## config.mk

```make
export PLATFORM = sky130hd
export DESIGN_NAME = priority_arbiter_flat
export DESIGN_NICKNAME = d
export VERILOG_FILES = /design/src/rtl/priority_arbiter_pkg.sv /design/src/rtl/priority_arbiter_if.sv /design/src/rtl/priority_arbiter_enc.sv /design/src/rtl/priority_arbiter.sv /design/src/flat_wrapper.sv
export SDC_FILE = /design/constraint.sdc
export NUM_CORES = 1
export LEC_CHECK = 0
export CAP_MARGIN = 10
export CORE_MARGIN = 2
export CORE_UTILIZATION = 42
export DETAILED_ROUTE_END_ITERATION = 8
export GPL_ROUTABILITY_DRIVEN = 0
export PLACE_DENSITY = 0.8
export SETUP_SLACK_MARGIN = 0.5
export SLEW_MARGIN = 0
export SYNTH_ARGS = -nofsm -noshare
export SYNTH_HDL_FRONTEND = slang
export SYNTH_SLANG_ARGS = --single-unit
```

## constraint.sdc

```tcl
create_clock -name clk -period 2.1 [get_ports clk]
set_clock_uncertainty 0.2 [all_clocks]
set_input_delay 0.315 -clock clk [delete_from_list [all_inputs] [get_ports clk]]
set_output_delay 0.315 -clock clk [all_outputs]
set_load 0.02 [all_outputs]
```

## src/rtl/priority_arbiter_pkg.sv

```systemverilog
// Shared types and default sizing for the priority arbiter slice.
// Optional grant watchdog is enabled by defining PRIO_ARB_TIMEOUT_EN.
package prio_arb_pkg;

   localparam int unsigned N_DEF       = 8;
   localparam int unsigned TIMEOUT_DEF = 16;

   typedef enum logic {
      IDLE  = 1'b0,
      GRANT = 1'b1
   } state_t;

endpackage

```

## src/rtl/priority_arbiter_if.sv

```systemverilog
// Request/grant bundle of the priority arbiter; master drives requests, slave is the arbiter.
interface priority_arbiter_if
   import prio_arb_pkg::*;
#(
   parameter int unsigned N = N_DEF
);
   localparam int unsigned W = $clog2(N);

   logic [N-1:0] req;
   logic         mode;
   logic         ack;
   logic [N-1:0] grant;
   logic [W-1:0] grant_idx;
   logic         valid;
   logic         idle;
   logic         timeout;

   modport master (
      output req, mode, ack,
      input  grant, grant_idx, valid, idle, timeout
   );

   modport slave (
      input  req, mode, ack,
      output grant, grant_idx, valid, idle, timeout
   );

endinterface

```

## src/rtl/priority_arbiter_enc.sv

```systemverilog
// Fixed-priority encoder: index of the highest set bit, plus an any-set flag.
module prio_enc #(
   parameter int unsigned N = 8
) (
   input  logic [N-1:0]         in,
   output logic [$clog2(N)-1:0] idx,
   output logic                 any
);
   localparam int unsigned W = $clog2(N);

   always_comb begin
      idx = '0;
      any = 1'b0;
      for (int unsigned i = 0; i < N; i++) begin
         if (in[i]) begin
            idx = W'(i);
            any = 1'b1;
         end
      end
   end

endmodule

```

## src/rtl/priority_arbiter.sv

```systemverilog
// Two-state priority arbiter (fixed or round-robin) with registered one-hot grant.
// Define PRIO_ARB_TIMEOUT_EN to add a grant watchdog that forces release after TIMEOUT cycles.
module priority_arbiter
   import prio_arb_pkg::*;
#(
   parameter int unsigned N       = N_DEF,
   parameter int unsigned TIMEOUT = TIMEOUT_DEF
) (
   input  logic                  clk,
   input  logic                  rst,
   priority_arbiter_if.slave     bus
);
   localparam int unsigned W = $clog2(N);

   state_t       state, state_nx;
   logic [W-1:0] ptr, ptr_nx;
   logic [W-1:0] idx_q, idx_nx;
   logic [N-1:0] grant_q, grant_nx;

   logic [N-1:0] above_ptr, req_rev, masked_rev;
   logic [W-1:0] fix_idx, m_idx, u_idx, rr_idx, win_idx;
   logic         fix_any, m_any, u_any;

   // Round-robin wants the lowest set index above ptr; reversing the vector lets the
   // highest-wins encoder find it, and the index is mirrored back afterwards.
   always_comb begin
      for (int unsigned i = 0; i < N; i++) begin
         above_ptr[i]  = (W'(i) > ptr);
         req_rev[i]    = bus.req[N-1-i];
         masked_rev[i] = bus.req[N-1-i] & above_ptr[N-1-i];
      end
   end

   prio_enc #(.N(N)) u_fix   (.in(bus.req),    .idx(fix_idx), .any(fix_any));
   prio_enc #(.N(N)) u_rr_m  (.in(masked_rev), .idx(m_idx),   .any(m_any));
   prio_enc #(.N(N)) u_rr_u  (.in(req_rev),    .idx(u_idx),   .any(u_any));

   assign rr_idx  = m_any ? (W'(N-1) - m_idx) : (W'(N-1) - u_idx);
   assign win_idx = (bus.mode && u_any) ? rr_idx : fix_idx;

`ifdef PRIO_ARB_TIMEOUT_EN
   localparam int unsigned CW = $clog2(TIMEOUT);
   logic [CW-1:0] wd, wd_nx;
   logic          timeout_q, timeout_nx;
`endif

   always_comb begin
      state_nx = state;
      ptr_nx   = ptr;
      idx_nx   = idx_q;
      grant_nx = grant_q;
`ifdef PRIO_ARB_TIMEOUT_EN
      wd_nx      = wd;
      timeout_nx = 1'b0;
`endif
      case (state)
         IDLE: begin
            if (fix_any) begin
               state_nx = GRANT;
               idx_nx   = win_idx;
               ptr_nx   = win_idx;
               grant_nx = N'(1) << win_idx;
`ifdef PRIO_ARB_TIMEOUT_EN
               wd_nx    = '0;
`endif
            end
         end
         GRANT: begin
            if (bus.ack) begin
               state_nx = IDLE;
               idx_nx   = '0;
               grant_nx = '0;
            end
`ifdef PRIO_ARB_TIMEOUT_EN
            else if (wd == CW'(TIMEOUT-1)) begin
               state_nx   = IDLE;
               idx_nx     = '0;
               grant_nx   = '0;
               timeout_nx = 1'b1;
            end else begin
               wd_nx = wd + 1'b1;
            end
`endif
         end
         default: state_nx = IDLE;
      endcase
   end

   always_ff @(posedge clk) begin
      if (rst) begin
         state   <= IDLE;
         ptr     <= W'(N-1);
         idx_q   <= '0;
         grant_q <= '0;
`ifdef PRIO_ARB_TIMEOUT_EN
         wd        <= '0;
         timeout_q <= 1'b0;
`endif
      end else begin
         state   <= state_nx;
         ptr     <= ptr_nx;
         idx_q   <= idx_nx;
         grant_q <= grant_nx;
`ifdef PRIO_ARB_TIMEOUT_EN
         wd        <= wd_nx;
         timeout_q <= timeout_nx;
`endif
      end
   end

   assign bus.grant     = grant_q;
   assign bus.grant_idx = idx_q;
   assign bus.valid     = (state == GRANT);
   assign bus.idle      = (state == IDLE);
`ifdef PRIO_ARB_TIMEOUT_EN
   assign bus.timeout   = timeout_q;
`else
   assign bus.timeout   = 1'b0;
`endif

endmodule

```

## src/flat_wrapper.sv

```systemverilog
// flat-port wrapper written by rule: the top's interface ports become plain ports
module priority_arbiter_flat import prio_arb_pkg::*;
#(
   parameter int unsigned N       = N_DEF,
   parameter int unsigned TIMEOUT = TIMEOUT_DEF
)
  (clk, rst, bus_req, bus_mode, bus_ack, bus_grant, bus_grant_idx, bus_valid, bus_idle, bus_timeout);
  priority_arbiter_if #(.N(N)) bus_i ();
  input  logic clk;
  input  logic rst;
  input wire logic [$bits(bus_i.req)-1:0] bus_req;
  input wire logic [$bits(bus_i.mode)-1:0] bus_mode;
  input wire logic [$bits(bus_i.ack)-1:0] bus_ack;
  output wire logic [$bits(bus_i.grant)-1:0] bus_grant;
  output wire logic [$bits(bus_i.grant_idx)-1:0] bus_grant_idx;
  output wire logic [$bits(bus_i.valid)-1:0] bus_valid;
  output wire logic [$bits(bus_i.idle)-1:0] bus_idle;
  output wire logic [$bits(bus_i.timeout)-1:0] bus_timeout;
  assign bus_i.req = bus_req;
  assign bus_i.mode = bus_mode;
  assign bus_i.ack = bus_ack;
  assign bus_grant = bus_i.grant;
  assign bus_grant_idx = bus_i.grant_idx;
  assign bus_valid = bus_i.valid;
  assign bus_idle = bus_i.idle;
  assign bus_timeout = bus_i.timeout;
  priority_arbiter #(.N(N), .TIMEOUT(TIMEOUT)) u_core (.clk(clk), .rst(rst), .bus(bus_i));
endmodule
```

* Word-level counts from Yosys, hierarchy flattened
Cells that the tools add are included.
Storage, ports and cells: output and inout port bits 14, word-level logic and storage cells 85, bits in registers 15, input port bits 12
Operators by class: shift-type cells 1, bitwise gates (word level) 9, reduce and logical (&&, ||, !) cells 3, order comparisons 8, multiplexer cells 56, add/subtract/negate cells 2, equal/unequal tests 2
Operator list (count):
- two-way mux 3 bit | 22
- two-way mux 1 bit | 29
- two-way mux 8 bit | 2
- one-hot mux 8 bit (2 select lines) | 1
- greater-than comparator 3 bit (first input constant) | 4
- bitwise AND 1 bit | 8
- left shift 1 x 3 -> 8 bit (first input constant) | 1
- greater-than comparator 1 x 3 -> 1 bit (first input constant) | 2
- greater-than comparator 2 x 3 -> 1 bit (first input constant) | 2
- one-hot mux 3 bit (2 select lines) | 1
- subtractor 3 bit (first input constant) | 2
- AND reduction 2 bit | 2
- inequality test 2 x 1 -> 1 bit (second input constant) | 1
- inequality test 2 bit (second input constant) | 1
- one-hot mux 1 bit (2 select lines) | 1
- logical AND 1 bit | 1
- NOT 1 bit | 1

* Logic depth before layout (Yosys ltp)
depth in word-level cells 15, mapped depth 8, depth with buffers taken out 6

* Cells and area by module
Synthesis repeated with hierarchy kept, for this count alone.
Second synthesis, totals: cell total of the unflattened synthesis 108, area, all modules 883.3 um^2
Modules (own cells, without submodules):
- priority_arbiter | area an instance 710.7 um^2, cells each 72, seq. area each 300.3 um^2, instances 1
- prio_enc | area an instance 57.6 um^2, cells each 12, seq. area each 0.0 um^2, instances 3

* Worst setup path after synthesis
OpenSTA, ideal clock, no wires.
kind in2reg, start point in bus_req[5], end point reg u_core.grant_q[7], in the netlist u_core.bus.grant[7], cell stages on the path 8, library setup time 117 ps, path slack -93 ps, data required time 1783 ps, arrival time 1876 ps, buffers on the path 2, cell sequence buf_6 -> nor4_2 -> nand2_2 -> and2_4 -> buf_6 -> or3_4 -> and3_4 -> a32o_2
On the way: longest elaborated chain between the ends 13, elaborated cells between the ends (all ways) 41, classes of those cells add/sub (2); eq/ne (1); shift (1); mux (34); bitwise (1); reduce/logical (2)
RTL lines:
- start, declared | RTL line flat_wrapper.sv:11 | input wire logic [$bits(bus_i.req)-1:0] bus_req;
- bitwise AND 1 bit | RTL line priority_arbiter.sv:30 | masked_rev[i] = bus.req[N-1-i] & above_ptr[N-1-i];
- two-way mux 3 bit (6 in series) | RTL line priority_arbiter_enc.sv:15 | if (in[i]) begin
- subtractor 3 bit | RTL line priority_arbiter.sv:38 | assign rr_idx = m_any ? (W'(N-1) - m_idx) : (W'(N-1) - u_idx);
- two-way mux 3 bit | RTL line priority_arbiter.sv:38
- two-way mux 3 bit | RTL line priority_arbiter.sv:39 | assign win_idx = (bus.mode && u_any) ? rr_idx : fix_idx;
- left shift 1 x 3 -> 8 bit | RTL line priority_arbiter.sv:62 | grant_nx = N'(1) << win_idx;
- two-way mux 8 bit | RTL line priority_arbiter.sv:58 | if (fix_any) begin
- one-hot mux 8 bit (2 select lines) | RTL line priority_arbiter.sv:56 | case (state)
- end signal, assigned | RTL line priority_arbiter.sv:103 | grant_q <= grant_nx;
- end, declared | RTL line priority_arbiter.sv:18 | logic [N-1:0] grant_q, grant_nx;
Parallel ways exist; a longest one is shown, timed or not. The select of a mux whose other input is x is not followed. A chain may end at the register's enable or synchronous reset.

* Final worst setup path
start point reg u_core.ptr[0], end point reg u_core.grant_q[4], in the netlist u_core.bus.grant[4]
On the way: longest elaborated chain between the ends 15, elaborated cells between the ends (all ways) 37, classes of those cells add/sub (1); order compare (8); shift (1); mux (19); bitwise (8)
RTL lines:
- start, declared | RTL line priority_arbiter.sv:16 | logic [W-1:0] ptr, ptr_nx;
- start signal, assigned | RTL line priority_arbiter.sv:92 | ptr <= W'(N-1);
- start signal, assigned | RTL line priority_arbiter.sv:101 | ptr <= ptr_nx;
- greater-than comparator 3 bit | RTL line priority_arbiter.sv:28 | above_ptr[i] = (W'(i) > ptr);
- bitwise AND 1 bit | RTL line priority_arbiter.sv:30
- two-way mux 1 bit | RTL line priority_arbiter_enc.sv:15
- two-way mux 3 bit / two-way mux 1 bit (equally long branches) (6 in series) | RTL line priority_arbiter_enc.sv:15
- subtractor 3 bit / two-way mux 1 bit (equally long branches) | RTL line priority_arbiter.sv:38, priority_arbiter_enc.sv:15
- two-way mux 3 bit (*) | RTL line priority_arbiter.sv:38
- two-way mux 3 bit (*) | RTL line priority_arbiter.sv:39
- left shift 1 x 3 -> 8 bit (*) | RTL line priority_arbiter.sv:62
- two-way mux 8 bit (*) | RTL line priority_arbiter.sv:58
- one-hot mux 8 bit (2 select lines) (*) | RTL line priority_arbiter.sv:56
Every way passes the cells marked *; elsewhere a longest branch is shown, timed or not. The select of a mux whose other input is x is not followed.

==> flow_summary.html <==
<table>
<tr><th>Metric</th><th>Value</th></tr>
<tr><th colspan="2">Outcome</th></tr>
<tr><td>Run status</td><td>finished with violations</td></tr>
<tr><td>Failing checks</td><td>setup timing</td></tr>
<tr><th colspan="2">Yosys</th></tr>
<tr><td>Synthesized Nets</td><td>119</td></tr>
<tr><td>Area of the mapped netlist</td><td>928 µm²</td></tr>
<tr><td>Share of synthesized area occupied by flip-flops and latches</td><td>32.3%</td></tr>
<tr><td>Xor and xnor fraction of the mapped netlist area</td><td>0%</td></tr>
<tr><td>Synth Area in Simple Gates</td><td>28.4%</td></tr>
<tr><td>Synth Area in Adders</td><td>0%</td></tr>
<tr><td>Async S/R FF share, synth</td><td>0%</td></tr>
<tr><td>Number of enable-type register cells in the synthesized netlist</td><td>0</td></tr>
<tr><td>Leading register cell type out of synthesis</td><td>sky130_fd_sc_hd__dfxtp_1</td></tr>
<tr><td>Complex-gate fraction of the synthesized area</td><td>32.6%</td></tr>
<tr><td>Number of warnings reported in the yosys synthesis log</td><td>0</td></tr>
<tr><td>Dominant combinational cell family by area after synthesis</td><td>compound AO/OA/AOI/OAI gates</td></tr>
<tr><td>Unique masters post-synth</td><td>44</td></tr>
<tr><td>Share of cell area taken by muxes after synthesis</td><td>0%</td></tr>
<tr><td>Mean instance size in the synthesized netlist</td><td>8.68 µm²</td></tr>
<tr><td>Synth Instances</td><td>107</td></tr>
<tr><td>Register bit total from synthesis</td><td>15</td></tr>
<tr><th colspan="2">Drt</th></tr>
<tr><td>First-iteration detailed-routing DRC count</td><td>44</td></tr>
<tr><td>Remaining antenna violation count after routing</td><td>0</td></tr>
<tr><td>Post-detailed-route DRC marker count</td><td>0</td></tr>
<tr><td>Via Count</td><td>1087</td></tr>
<tr><td>Via-to-Cell Ratio</td><td>5.69</td></tr>
<tr><td>Post-detailed-route wirelength per cell</td><td>15.3 µm</td></tr>
<tr><td>Pre-antenna DRT Iters</td><td>4</td></tr>
<tr><td>Wire length after detailed routing</td><td>2.91 mm</td></tr>
<tr><th colspan="2">Floorplanning</th></tr>
<tr><td>Die Wd</td><td>51.0 µm</td></tr>
<tr><td>Number of rows in the core area</td><td>17</td></tr>
<tr><td>Height of the chip</td><td>51.0 µm</td></tr>
<tr><td>Count of pins on the block boundary</td><td>26</td></tr>
<tr><td>Area inside the core boundary</td><td>0.00215 mm²</td></tr>
<tr><td>Starting density of the core</td><td>43.2%</td></tr>
<tr><td>Die area</td><td>0.00260 mm²</td></tr>
<tr><th colspan="2">Global routing</th></tr>
<tr><td>Maximum number of pins on one net before global-route repair</td><td>10</td></tr>
<tr><td>Wire length of the first global-routing pass</td><td>4.86 mm</td></tr>
<tr><td>Gr busiest metal</td><td>met2</td></tr>
<tr><td>Via count of the first global-routing pass</td><td>1027</td></tr>
<tr><td>Total grt overflow</td><td>0</td></tr>
<tr><td>Met2 demand-to-capacity share in global routing</td><td>42.9%</td></tr>
<tr><td>Met1 track demand over resource</td><td>31.5%</td></tr>
<tr><td>Met3 Use GR</td><td>3.22%</td></tr>
<tr><td>Number of antenna violations at the first check in global routing</td><td>0</td></tr>
<tr><td>All-Layer GR Usage</td><td>25.1%</td></tr>
<tr><th colspan="2">Final layout</th></tr>
<tr><td>Layout net count</td><td>176</td></tr>
<tr><td>Area growth, synth to finish</td><td>65.2%</td></tr>
<tr><td>Combined flip-flop and latch cell area</td><td>304 µm²</td></tr>
<tr><td>Final core occ</td><td>71.4%</td></tr>
<tr><td>Fraction of final layout cells with drive strength greater than 1</td><td>44.2%</td></tr>
<tr><td>Fillers</td><td>157</td></tr>
<tr><td>Antenna diode instance count</td><td>0</td></tr>
<tr><td>Multi-input combinational cell area</td><td>656 µm²</td></tr>
<tr><th colspan="2">Placement</th></tr>
<tr><td>Half-perimeter wire length of the detailed placement result</td><td>2.06 mm</td></tr>
<tr><td>Number of buffer cells added on primary ports</td><td>24</td></tr>
<tr><th colspan="2">STA</th></tr>
<tr><td>Final critical path time including I/O delays and setup</td><td>2.11 ns</td></tr>
<tr><td>Number of setup violations in the final report</td><td>1</td></tr>
<tr><td>Unrepaired setup endpoints after global routing</td><td>yes</td></tr>
<tr><td>FMAX</td><td>475 MHz</td></tr>
<tr><td>Final setup slack of the worst path</td><td>-0.00601 ns</td></tr>
<tr><td>Period utilization</td><td>100%</td></tr>
<tr><td>Final count of hold timing violations</td><td>0</td></tr>
<tr><td>Number of max-slew violations in the final report</td><td>0</td></tr>
<tr><th colspan="2">Clock tree</th></tr>
<tr><td>CTS Hold Bufs</td><td>0</td></tr>
<tr><td>Clock tree from TritonCTS</td><td>yes</td></tr>
<tr><td>Clock input transition at the sequential cells of the worst setup and hold paths</td><td>0.09 ns</td></tr>
<tr><td>TritonCTS Sinks</td><td>15</td></tr>
<tr><td>Buffer depth of the longest clock path</td><td>2</td></tr>
<tr><td>Number of buffers created by CTS</td><td>3</td></tr>
<tr><td>H-tree depth reported by CTS</td><td>1</td></tr>
<tr><td>Clock root buffer master</td><td>sky130_fd_sc_hd__clkbuf_4</td></tr>
<tr><td>Insertion delay of the later-clocked pin in the worst-skew pair</td><td>0.29 ns</td></tr>
<tr><th colspan="2">Power</th></tr>
<tr><td>Standby leakage power</td><td>0.701 nW</td></tr>
<tr><td>Worst supply voltage drop on vdd</td><td>0.482 mV</td></tr>
<tr><td>Power, Total</td><td>0.801 mW</td></tr>
<tr><td>PwrDens</td><td>522 mW/mm²</td></tr>
<tr><th colspan="2">Min path</th></tr>
<tr><td>Path class of the lowest-slack min-delay path</td><td>flop to flop</td></tr>
<tr><th colspan="2">Worst setup path</th></tr>
<tr><td>Critical path endpoint category</td><td>flop</td></tr>
<tr><td>WP data required</td><td>2.08 ns</td></tr>
<tr><td>Worst Path Max Fanout</td><td>5</td></tr>
<tr><td>WS Path Type</td><td>flop to flop</td></tr>
<tr><td>Startpoint type of the worst setup path</td><td>flop</td></tr>
<tr><td>Endpoint arrival time on the critical path</td><td>2.09 ns</td></tr>
<tr><th colspan="2">Flow run</th></tr>
<tr><td>Max_cap viols</td><td>0</td></tr>
</table>
layout make-up:
class                      count  share of cell area [%]
clock inverter                 1                   0.326
multi-input combinational     82                    42.7
timing repair buffer          59                    32.6
clock buffer                   3                    1.47
inverter                       3                   0.734
tap                           28                    2.28
sequential                    15                    19.8
layout by cell type (no fill, tap or decap), types with 2 or more instances in the layout:
cell type	count
sky130_fd_sc_hd__clkdlybuf4s15_1	2
sky130_fd_sc_hd__nor2_2	2
sky130_fd_sc_hd__nand2b_1	2
sky130_fd_sc_hd__buf_4	32
sky130_fd_sc_hd__buf_6	2
sky130_fd_sc_hd__o2bb2ai_1	2
sky130_fd_sc_hd__clkdlybuf4s50_1	3
sky130_fd_sc_hd__nor2b_1	2
sky130_fd_sc_hd__dlygate4sd2_1	16
sky130_fd_sc_hd__dfxtp_1	12
sky130_fd_sc_hd__clkbuf_4	3
sky130_fd_sc_hd__nor3_1	2
sky130_fd_sc_hd__a211oi_1	2
sky130_fd_sc_hd__inv_1	3
sky130_fd_sc_hd__a32o_2	2
sky130_fd_sc_hd__nor2_1	8
sky130_fd_sc_hd__nor4_4	2
sky130_fd_sc_hd__a21oi_2	3
sky130_fd_sc_hd__nand2_1	8
sky130_fd_sc_hd__a21oi_1	8
sky130_fd_sc_hd__o31ai_2	2
sky130_fd_sc_hd__dlymetal6s2s_1	2
sky130_fd_sc_hd__nand2_2	2
sky130_fd_sc_hd__a32o_1	6
sky130_fd_sc_hd__dfxtp_2	3
sky130_fd_sc_hd__clkdlybuf4s15_2	2
sky130_fd_sc_hd__o31ai_1	2
sky130_fd_sc_hd__and3_4	2
worst max-delay path: stages, from the launching register on:
cell	delay (ns)
sky130_fd_sc_hd__dfxtp_2	0.35
sky130_fd_sc_hd__or4b_4	0.53
sky130_fd_sc_hd__and3_4	0.22
sky130_fd_sc_hd__a21oi_2	0.14
sky130_fd_sc_hd__nor2_2	0.06
sky130_fd_sc_hd__o22a_2	0.23
sky130_fd_sc_hd__a32o_1	0.27
cells by family (layout without fill, tap and decap cells):
| kind of cell | count (synthesis) | after routing |
|---|---|---|
| other | 1 | 1 |
| AND/OR/NAND/NOR | 42 | 42 |
| AO/OA/AOI/OAI | 39 | 39 |
| flip-flops | 15 | 15 |
| buffers and inverters | 10 | 66 |
routing by layer:
| layer | wire length (µm) | share of wire [%] |
|---|---|---|
| met4 | 66 | 2.3 |
| met3 | 130 | 4.5 |
| met2 | 1490 | 51 |
| met5 | 0 | 0 |
| met1 | 1230 | 42 |
registers in the layout (all words and copies together) (netlist names):
register              flops
u_core.bus.grant          8
u_core.bus.grant_idx      3
u_core.ptr                3
u_core.bus.valid          1
timing repair:
action                                 in CTS  in global routing
pin swaps                                  10                  6
resized for setup                          29                 15
setup endpoints to repair                  27                 17
endpoints found under the hold margin       0                  0
gates cloned                                0                  1
buffers inserted                            5                  1
worst paths after layout:
| check | from | endpoint | slack [ns] | depth (start not counted) |
|---|---|---|---|---|
| setup reg to reg | u_core.ptr[0] | u_core.bus.grant[4] | -0.006 | 6 |
| hold / removal | u_core.bus.grant[0] | u_core.bus.grant[0] | 0.27 | 1 |
| hold reg to reg | u_core.bus.grant[0] | u_core.bus.grant[0] | 0.27 | 1 |
| setup / recovery | u_core.ptr[0] | u_core.bus.grant[4] | -0.006 | 6 |
power by group:
group | leakage (nW) | internal [mW] | total [mW] | switching (mW)
sequential | 0.123 | 0.305 | 0.322 | 0.0162
combinational | 0.561 | 0.152 | 0.311 | 0.158
clock | 0.0177 | 0.0709 | 0.168 | 0.0974
total | 0.701 | 0.529 | 0.801 | 0.272
per-stage QoR:
stage          setup slack, ns  cells  instance area [µm²]  hold slack (ns)  TNS (ns)
2_1_floorplan           0.0451    107                  960            0.217         0
6_report              -0.00601    191                 1530            0.271  -0.00601
4_1_cts                 0.0316    189                 1470            0.268         0
3_3_place_gp            -0.477    180                 1390            0.249     -5.75
5_1_grt                -0.0438    191                 1530            0.295    -0.178
3_5_place_dp            -0.512    180                 1390            0.255     -6.24
cells in the mapped netlist (3+ instances only):
cell | instances | area [µm²]
sky130_fd_sc_hd__dfxtp_1 | 15 | 300
sky130_fd_sc_hd__o31ai_1 | 4 | 30.0
sky130_fd_sc_hd__a32o_1 | 6 | 60.1
sky130_fd_sc_hd__nor2b_1 | 3 | 18.8
sky130_fd_sc_hd__a21oi_1 | 10 | 50.1
sky130_fd_sc_hd__nor3_1 | 3 | 15.0
sky130_fd_sc_hd__nor2_1 | 10 | 37.5
sky130_fd_sc_hd__inv_1 | 3 | 11.3
sky130_fd_sc_hd__nand2_1 | 9 | 33.8
No activity file was read; power rests on OpenSTA's default activity.
